### config.mk
export PLATFORM = sky130hd
export DESIGN_NAME = ccff_bitstream_loader_flat
export DESIGN_NICKNAME = d
export VERILOG_FILES = /design/src/rtl/ccff_bitstream_loader_pkg.sv /design/src/rtl/ccff_bitstream_loader_if.sv /design/src/rtl/ccff_word_serializer.sv /design/src/rtl/ccff_bitstream_loader.sv /design/src/flat_wrapper.sv
export SDC_FILE = /design/constraint.sdc
export NUM_CORES = 1
export LEC_CHECK = 0
export BUFFER_PORTS_ARGS = -buffer_cell sky130_fd_sc_hd__buf_2
export CAP_MARGIN = 40
export CORE_ASPECT_RATIO = 1.1
export CORE_UTILIZATION = 40
export CTS_CLUSTER_DIAMETER = 30
export DETAILED_ROUTE_END_ITERATION = 8
export SLEW_MARGIN = 0
export SYNTH_ARGS = -nofsm -noshare
export SYNTH_HDL_FRONTEND = slang
export SYNTH_SLANG_ARGS = --single-unit
### constraint.sdc
create_clock -name prog_clk -period 2.42 [get_ports prog_clk]
set_input_delay 0.363 -clock prog_clk [delete_from_list [all_inputs] [get_ports prog_clk]]
set_output_delay 0.363 -clock prog_clk [all_outputs]
set_load 0.01 [all_outputs]
### src/rtl/ccff_bitstream_loader_pkg.sv
// ---------------------------------------------------------------------------
// ccff_loader_pkg
//   Shared constants for the configuration-chain bitstream loader:
//   FSM state encodings and a helper for the number of words in one load.
// ---------------------------------------------------------------------------
package ccff_loader_pkg;

   localparam logic [1:0] ST_IDLE = 2'd0;
   localparam logic [1:0] ST_LOAD = 2'd1;
   localparam logic [1:0] ST_DONE = 2'd2;

   // Number of words needed to cover chain_len bits: ceil(chain_len / word_w).
   function automatic int unsigned word_count(input int unsigned chain_len,
                                              input int unsigned word_w);
      return (chain_len + word_w - 1) / word_w;
   endfunction

endpackage

### src/rtl/ccff_bitstream_loader_if.sv
// ---------------------------------------------------------------------------
// ccff_bitstream_loader_if
//   Valid/ready word channel feeding the bitstream loader.
//   cfg_valid/cfg_data : producer -> loader
//   cfg_ready          : loader -> producer
//   master = producer side, slave = loader side.
// ---------------------------------------------------------------------------
interface ccff_bitstream_loader_if #(
   parameter int unsigned WORD_W = 8
);
   logic              cfg_valid;
   logic              cfg_ready;
   logic [WORD_W-1:0] cfg_data;

   modport master (output cfg_valid, output cfg_data, input  cfg_ready);
   modport slave  (input  cfg_valid, input  cfg_data, output cfg_ready);
endinterface

### src/rtl/ccff_word_serializer.sv
// ---------------------------------------------------------------------------
// ccff_word_serializer
//   Two-stage word pipe (holding register + shift register) producing an
//   MSB-first bit stream.
//   clk, rst   : clock, synchronous active-high reset
//   flush      : synchronous clear of both stages (new load)
//   push       : accept push_data this cycle (caller guarantees !hold_full)
//   pop        : consume the current bit this cycle (only while bit_valid)
//   hold_full  : holding register occupied
//   bit_valid  : a bit is available in the shift register
//   head       : current bit while popping, otherwise the last bit popped
// ---------------------------------------------------------------------------
module ccff_word_serializer #(
   parameter int unsigned WORD_W = 8
) (
   input  logic              clk,
   input  logic              rst,
   input  logic              flush,
   input  logic              push,
   input  logic [WORD_W-1:0] push_data,
   input  logic              pop,
   output logic              hold_full,
   output logic              bit_valid,
   output logic              head
);

   localparam int unsigned CW = $clog2(WORD_W + 1);

   logic [WORD_W-1:0] hold_q, hold_d;
   logic [WORD_W-1:0] sh_q, sh_d;
   logic              hold_full_q, hold_full_d;
   logic [CW-1:0]     left_q, left_d;
   logic              last_q, last_d;
   logic              refill;

   always_comb begin
      hold_d      = hold_q;
      hold_full_d = hold_full_q;
      sh_d        = sh_q;
      left_d      = left_q;
      last_d      = last_q;
      // Shift stage frees up this cycle: refill it without a bubble.
      refill      = (left_q == '0) || ((left_q == CW'(1)) && pop);

      if (pop) begin
         sh_d   = {sh_q[WORD_W-2:0], 1'b0};
         left_d = left_q - CW'(1);
         last_d = sh_q[WORD_W-1];
      end

      if (refill && hold_full_q) begin
         sh_d        = hold_q;
         left_d      = CW'(WORD_W);
         hold_full_d = 1'b0;
      end else if (refill && push) begin
         // Empty pipe: the incoming word bypasses the holding register.
         sh_d   = push_data;
         left_d = CW'(WORD_W);
      end

      if (push && !(refill && !hold_full_q)) begin
         hold_d      = push_data;
         hold_full_d = 1'b1;
      end

      // Surplus bits from the previous load are dropped; head keeps its value.
      if (flush) begin
         hold_d      = '0;
         hold_full_d = 1'b0;
         sh_d        = '0;
         left_d      = '0;
      end
   end

   always_ff @(posedge clk) begin
      if (rst) begin
         hold_q      <= '0;
         hold_full_q <= 1'b0;
         sh_q        <= '0;
         left_q      <= '0;
         last_q      <= 1'b0;
      end else begin
         hold_q      <= hold_d;
         hold_full_q <= hold_full_d;
         sh_q        <= sh_d;
         left_q      <= left_d;
         last_q      <= last_d;
      end
   end

   assign hold_full = hold_full_q;
   assign bit_valid = (left_q != '0);
   assign head      = pop ? sh_q[WORD_W-1] : last_q;

endmodule

### src/rtl/ccff_bitstream_loader.sv
// ---------------------------------------------------------------------------
// ccff_bitstream_loader
//   Serialises bitstream words MSB-first onto a configuration flop chain,
//   shifting exactly CHAIN_LEN bits per load, then reports done.
//   prog_clk, prog_reset : clock, synchronous active-high reset
//   start                : begin a load (ignored while loading)
//   cfg                  : valid/ready word channel (slave)
//   ccff_head            : serial bit to chain head
//   ccff_shift_en        : chain shifts on this prog_clk edge
//   ccff_tail            : chain far-end bit (loopback check only)
//   busy / done          : load in progress / load complete
//   loopback_err         : verify-pass mismatch, present only when
//                          CCFF_LOOPBACK_CHECK_EN is defined
// ---------------------------------------------------------------------------
module ccff_bitstream_loader
   import ccff_loader_pkg::*;
#(
   parameter int unsigned WORD_W    = 8,
   parameter int unsigned CHAIN_LEN = 64
) (
   input  logic                     prog_clk,
   input  logic                     prog_reset,
   input  logic                     start,
   ccff_bitstream_loader_if.slave   cfg,
   output logic                     ccff_head,
   output logic                     ccff_shift_en,
   input  logic                     ccff_tail,
   output logic                     busy,
   output logic                     done
`ifdef CCFF_LOOPBACK_CHECK_EN
   ,
   output logic                     loopback_err
`endif
);

   localparam int unsigned CNT_W   = $clog2(CHAIN_LEN + 1);
   localparam int unsigned N_WORDS = word_count(CHAIN_LEN, WORD_W);
   localparam int unsigned WCNT_W  = $clog2(N_WORDS + 1);

   logic [1:0]        state_q, state_d;
   logic [CNT_W-1:0]  bit_cnt_q, bit_cnt_d;
   logic [WCNT_W-1:0] words_q, words_d;
   logic              start_ok, push, hold_full, bit_valid;

   always_comb begin
      start_ok      = start && (state_q != ST_LOAD);
      ccff_shift_en = (state_q == ST_LOAD) && bit_valid;
      cfg.cfg_ready = (state_q == ST_LOAD) && !hold_full &&
                      (words_q != WCNT_W'(N_WORDS));
      push          = cfg.cfg_valid && cfg.cfg_ready;

      state_d   = state_q;
      bit_cnt_d = bit_cnt_q;
      words_d   = words_q;
      if (start_ok) begin
         state_d   = ST_LOAD;
         bit_cnt_d = '0;
         words_d   = '0;
      end else if (state_q == ST_LOAD) begin
         if (push) words_d = words_q + WCNT_W'(1);
         if (ccff_shift_en) begin
            bit_cnt_d = bit_cnt_q + CNT_W'(1);
            if (bit_cnt_q == CNT_W'(CHAIN_LEN - 1)) state_d = ST_DONE;
         end
      end
   end

   always_ff @(posedge prog_clk) begin
      if (prog_reset) begin
         state_q   <= ST_IDLE;
         bit_cnt_q <= '0;
         words_q   <= '0;
      end else begin
         state_q   <= state_d;
         bit_cnt_q <= bit_cnt_d;
         words_q   <= words_d;
      end
   end

   assign busy = (state_q == ST_LOAD);
   assign done = (state_q == ST_DONE);

   ccff_word_serializer #(.WORD_W(WORD_W)) u_ser (
      .clk       (prog_clk),
      .rst       (prog_reset),
      .flush     (start_ok),
      .push      (push),
      .push_data (cfg.cfg_data),
      .pop       (ccff_shift_en),
      .hold_full (hold_full),
      .bit_valid (bit_valid),
      .head      (ccff_head)
   );

`ifdef CCFF_LOOPBACK_CHECK_EN
   // Delay line mirrors the chain: its far end equals what the tail should
   // present once a full pass has been shifted in.
   logic [CHAIN_LEN-1:0] dly_q, dly_d;
   logic                 verify_q, verify_d, err_q, err_d;

   always_comb begin
      dly_d    = dly_q;
      verify_d = verify_q;
      err_d    = err_q;
      if (ccff_shift_en) dly_d = CHAIN_LEN'({dly_q, ccff_head});
      if (start_ok) begin
         verify_d = (state_q == ST_DONE);
         err_d    = 1'b0;
      end else if (ccff_shift_en && verify_q && (dly_q[CHAIN_LEN-1] != ccff_tail)) begin
         err_d = 1'b1;
      end
   end

   always_ff @(posedge prog_clk) begin
      if (prog_reset) begin
         dly_q    <= '0;
         verify_q <= 1'b0;
         err_q    <= 1'b0;
      end else begin
         dly_q    <= dly_d;
         verify_q <= verify_d;
         err_q    <= err_d;
      end
   end

   assign loopback_err = err_q;
`else
   logic unused_tail;
   assign unused_tail = ccff_tail;
`endif

endmodule

### src/flat_wrapper.sv
// flat-port wrapper written by rule: the top's interface ports become plain ports
module ccff_bitstream_loader_flat import ccff_loader_pkg::*;
#(
   parameter int unsigned WORD_W    = 8,
   parameter int unsigned CHAIN_LEN = 64
)
  (prog_clk, prog_reset, start, ccff_head, ccff_shift_en, ccff_tail, busy, done, cfg_cfg_valid, cfg_cfg_data, cfg_cfg_ready);
  ccff_bitstream_loader_if #(.WORD_W(WORD_W)) cfg_i ();
  input  logic prog_clk;
  input  logic prog_reset;
  input  logic start;
  output logic ccff_head;
  output logic ccff_shift_en;
  input  logic ccff_tail;
  output logic busy;
  output logic done;
  input wire logic [$bits(cfg_i.cfg_valid)-1:0] cfg_cfg_valid;
  input wire logic [$bits(cfg_i.cfg_data)-1:0] cfg_cfg_data;
  output wire logic [$bits(cfg_i.cfg_ready)-1:0] cfg_cfg_ready;
  assign cfg_i.cfg_valid = cfg_cfg_valid;
  assign cfg_i.cfg_data = cfg_cfg_data;
  assign cfg_cfg_ready = cfg_i.cfg_ready;
  ccff_bitstream_loader #(.WORD_W(WORD_W), .CHAIN_LEN(CHAIN_LEN)) u_core (.prog_clk(prog_clk), .prog_reset(prog_reset), .start(start), .cfg(cfg_i), .ccff_head(ccff_head), .ccff_shift_en(ccff_shift_en), .ccff_tail(ccff_tail), .busy(busy), .done(done));
endmodule
=== After elaboration in Yosys (flattened, before gate mapping) ===
Index checks and enable logic that the tools add are counted.

* Flip-flop bits (word level): 35
* Latch bits: 0
* Memory bits (writable): 0
* ROM bits: 0
* Bits of input ports: 13
* Output and inout bits: 5
* Word-level logic and storage cells: 58
* Memories: 0

* $add $sub $neg: 3
* $mul: 0
* Div/mod/pow operators: 0
* Magnitude comparators: 0
* Equality and inequality tests: 6
* Shifts and indexed selects: 0
* Mux-type cells: 13
* Bitwise gates (word level): 0
* Reductions and logical operators: 26

{| class="wikitable"
|+ Operators with widths
! operator !! count
|-
| 8-bit two-way mux || 3
|-
| 4-bit two-way mux || 3
|-
| 1-bit logical AND || 10
|-
| 2-bit nonzero test || 4
|-
| 7-bit by 1-bit adder with 7-bit output (second input constant) || 1
|-
| 7-bit by 6-bit equality test with 1-bit output (second input constant) || 1
|-
| 1-bit two-way mux || 7
|-
| 3-bit AND reduction || 2
|-
| 4-bit by 1-bit adder with 4-bit output (second input constant) || 1
|-
| 4-bit by 1-bit equality test with 1-bit output (second input constant) || 1
|-
| 4-bit logical NOT || 1
|-
| 4-bit inequality test (second input constant) || 1
|-
| 2-bit AND reduction || 2
|-
| 4-bit nonzero test || 1
|-
| 4-bit OR reduction || 1
|-
| 4-bit by 1-bit subtractor with 4-bit output (second input constant) || 1
|-
| 3-bit nonzero test || 1
|-
| 2-bit by 1-bit equality test with 1-bit output (second input constant) || 1
|-
| 2-bit equality test (second input constant) || 1
|-
| 1-bit logical NOT || 2
|-
| 2-bit by 1-bit inequality test with 1-bit output (second input constant) || 1
|-
| 2-bit OR reduction || 1
|-
| 1-bit logical OR || 1
|}

=== Longest topological paths before layout ===
* Depth in word-level cells: 8
* Mapped depth: 9
* Gate-level depth less buffers: 7

=== Cells and area by module ===
A second synthesis with hierarchy kept.

* Cell total of the unflattened synthesis: 199
* Area, all modules: 1761.7 um^2

{| class="wikitable"
|+ By module, submodules not included
! module !! times used !! cells an instance !! area an instance (um^2) !! seq. area each (um^2)
|-
| ccff_word_serializer || 1 || 126 || 1123.6 || 440.4
|-
| ccff_bitstream_loader || 1 || 73 || 638.1 || 260.2
|}

=== Least setup slack after synthesis ===
OpenSTA, ideal clock, no wires.

* Kind: register to output
* From: register u_core.u_ser.left_q[0]
* To: output ccff_head
* Arrival time: 1531 ps
* Required time: 2057 ps
* Path slack: 526 ps
* Cell stages (with the launch flop): 7
* Buffers on the path: 1
* Cell sequence: dfxtp_1 -> inv_1 -> ha_1 -> or3b_1 -> buf_6 -> nand2_8 -> mux2_2

* Word-level cells in the longest chain between the ends: 3

{| class="wikitable"
|+ RTL lines
! what !! RTL line !! text
|-
| start, declared || ccff_word_serializer.sv:32 || <nowiki>logic [CW-1:0] left_q, left_d;</nowiki>
|-
| start signal, assigned || ccff_word_serializer.sv:86 || <nowiki>left_q <= left_d;</nowiki>
|-
| 4-bit nonzero test || ccff_word_serializer.sv:92 || <nowiki>assign bit_valid = (left_q != '0);</nowiki>
|-
| 1-bit logical AND || ccff_bitstream_loader.sv:47 || <nowiki>ccff_shift_en = (state_q == ST_LOAD) && bit_valid;</nowiki>
|-
| 1-bit two-way mux || -- ||
|-
| end, declared || flat_wrapper.sv:12 || <nowiki>output logic ccff_head;</nowiki>
|}

No other way between the ends.

=== Final worst setup path ===
Ends and elaborated chain as after synthesis.

==> metrics.md <==
| Metric | Value |
|---|---|
| Core area | 4290 um2 |
| Hold Path Cell Cnt | 2 |
| Total gr overflow | 0 |
| Peak Freq | 433 MHz |
| Yosys warning count | 0 |
| Worst slew pin tran | 711 ps |
| Crit path kind | reg -> out |
| First-pass GRT wire length | 6.85 mm |
| Critical Path Fanout Max | 5 |
| Vias | 1495 |
| IO buf count | 16 |
| Setup TNS | 0 ps |
| DR WL/cell | 14.2 um |
| Synthesized cell area | 1790 um2 |
| Leakage power | 0.693 nW |
| MaxCap Viol Count | 0 |
| Post-synthesis cell type count | 42 |
| Wl on met1 | 1.94 mm |
| Sink Count | 35 |
| RSZ-0062 raised after global routing | false |
| Maximum vdd drop | 0.000321 V |
| Pwr/cell area | 640 nW/um2 |
| First-pass iteration count of the detailed router | 4 |
| Final Hold Fails | 0 |
| N_diodes | 0 |
| Antenna violations before repair | 0 |
| GP Congestion | 0.725 |
| RR Startpoint | u_core.u_ser.hold_full |
| Final Power | 1.28 mW |
| Initial DRC count | 105 |
| Clk pwr share | 36.7% |
| Combinational group share of total power | 15.9% |
| Mapped Cells | 202 |
| Row Count | 25 |
| CTS H-tree lvls | 2 |
| FF+latch count, synth | 35 |
| I/O pins | 18 |
| Largest net degree at the start of global routing | 26 |
| Syn avg cell area | 8.88 um2 |
| CTS tree | yes |
| Initial cell density of the core | 41.9% |
| Die height | 72.2 um |
| DIE WIDTH | 65.9 um |
| Via-to-Cell Ratio | 5.48 |
| HP Start | prog_reset |
| Crit path capture type | primary output |
| P&R area growth vs syn | 11.6% |
| Crit Reg-Reg Endpoint | u_core.u_ser.left_q[1] |
| DRC violations left | 0 |
| Power Internal | 0.933 mW |
| Sequential area share after synthesis | 39.1% |
| Total routed wirelength | 3.89 mm |
| Hpwl dp | 2.63 mm |
| Clock skew | 2.45 ps |
| Top sig layer | met4 |
| Min Tclk post-route | 2310 ps |
| Final Hold Slack | 281 ps |
| Worst skew pair latency | 280 ps |
| Switching part of the total | 27.2% |
| Max clock buf depth | 2 |
| Post-Syn Nets | 220 |
| Critical path arrival | 1940 ps |
| Min-Delay Path Class | in -> reg |
| Root Buffer | clkbuf_8 |
| Reg power frac | 47.3% |
| Endpoint, Worst Hold | u_core.u_ser.last_q |
| Psw | 0.349 mW |
| Post-route ant nets | 0 |
| Vias in the first global route | 1438 |
| Layout Nets | 236 |
| Final Cycle Share | 95.3% |
| Max Slew Vio Count | 0 |
| Met2 wire length | 1.75 mm |
| Die area | 4760 um2 |
| Startpoint type of the worst setup path | flip-flop |
| Status | complete, no violations |
| Final core occ | 46.7% |
| Inserted Clock Buffers | 5 |
| Layout cells sized above 1 | 18.3% |
| Final setup vio count | 0 |
| Data required, critical path | 2060 ps |
| Slew Limit Headroom | 52.4% |
| DR WL met3 | 171 um |
| R2R cell count | 4 |
| CTS clk-pin slew, worst paths | 70 ps |
| Reg-to-reg slack, setup | 470 ps |
| Tot GR Track Use | 18.6% |
[registers in the layout, indices dropped and copies added (netlist names)]
signal,cells
u_core.u_ser.last_q,1
u_core.u_ser.hold_q,8
u_core.u_ser.left_q,4
u_core.words_q,4
u_core.u_ser.hold_full,1
u_core.u_ser.sh_q,8
u_core.bit_cnt_q,7
u_core.state_q,2
[cell families after synthesis]
logic type                 after synthesis  synth area share, %
xor gates and xnor gates                11                 5.37
muxes                                    1                0.628
AOI/OAI and AO/OA                       61                 23.4
buffers and inverters                   18                 5.93
and+or+nand+nor                         71                 22.1
adders and majority gates                5                 3.49
DFF                                     35                 39.1
[cells in the mapped netlist (all sizes together)]
cell | n | area [um2]
dfxtp | 35 | 701
o21ai | 17 | 92.6
nand2 | 15 | 72.6
nand3 | 14 | 70.1
a21oi | 13 | 76.3
nor2 | 12 | 45.0
a21o | 10 | 75.1
nand3b | 9 | 67.6
buf | 8 | 63.8
xnor2 | 8 | 70.1
a211oi | 7 | 52.6
a311oi | 7 | 61.3
inv | 7 | 31.3
nor3 | 7 | 35.0
ha | 5 | 62.6
o21a | 4 | 30.0
and3 | 3 | 20.0
clkbuf | 3 | 11.3
xor2 | 3 | 26.3
nand4 | 2 | 12.5
nor2b | 2 | 12.5
a2111oi | 1 | 15.0
and2 | 1 | 6.26
and3b | 1 | 8.76
and4bb | 1 | 12.5
mux2 | 1 | 11.3
nand2b | 1 | 6.26
nor3b | 1 | 12.5
nor4 | 1 | 6.26
o211a | 1 | 10.0
o211ai | 1 | 7.51
or3b | 1 | 8.76
[routing by layer]
layer / vias up / global-route usage [%]
met3: 6 / 5.03
met5: - / 0
met4: 0 / 4.59
met1: 705 / 25.7
met2: 26 / 28.6
li1: 758 / -
[power groups by stage]
stage                     Combinational, mW  Clock (mW)  Sequential, mW
final                                 0.204       0.471           0.607
after global routing                  0.228       0.516           0.609
after CTS                             0.202       0.482           0.607
after detailed placement              0.201           0           0.620
after global placement                0.202           0           0.619
after floorplan                       0.158           0           0.616
[layout make-up]
type / instances / area (um2)
multi-input combinational: 149 / 992
tap: 54 / 67.6
timing repair buffer: 20 / 110
inverter: 7 / 31.3
clock buffer: 8 / 100
sequential: 35 / 701
fill: 422 / 2280
[per-stage QoR]
step,worst slack (ps),area (um2),std cells
6_report,113,2000,273
5_1_grt,35.1,2000,273
4_1_cts,16.3,2000,273
3_5_place_dp,343,1900,265
3_3_place_gp,361,1900,265
2_1_floorplan,526,1790,202
[worst max-delay path: stages (launching register included)]
cell and delay (ps):
dfxtp_1 350, inv_1 80, ha_2 210, or3b_4 430, nand2_8 110, mux2_2 340
buf_2 140
[how the worst max path moves through the flow]
stage	from	endpoint	depth (start not counted)
2_1_floorplan	u_core.u_ser.left_q[0]	ccff_head	6
3_3_place_gp	u_core.u_ser.left_q[0]	ccff_head	6
3_5_place_dp	u_core.u_ser.left_q[0]	ccff_head	6
4_1_cts	u_core.u_ser.left_q[0]	ccff_head	6
5_1_grt	u_core.u_ser.left_q[0]	ccff_head	6
6_report	u_core.u_ser.left_q[0]	ccff_head	6
[repair_timing]
item                       in CTS  in global routing
hold endpoints to repair        0                  0
buffers inserted                0                  0
setup endpoints to repair       0                  1
hold buffers                    0                  0
resized for setup               0                  2
[cells in the final DEF (no fill, tap or decap), types with 3 or more instances in the layout]
cell type	n
nand3_1	14
inv_1	5
nor2_1	12
o21a_1	4
xnor2_1	8
a21o_1	10
nand3b_1	9
buf_2	16
ha_1	4
a311oi_1	7
xor2_1	3
a21oi_1	12
o21ai_0	15
clkbuf_8	7
dfxtp_1	35
nand2_1	14
buf_4	4
nor3_1	7
a211oi_1	7
Power figures use the tool's default switching activity.
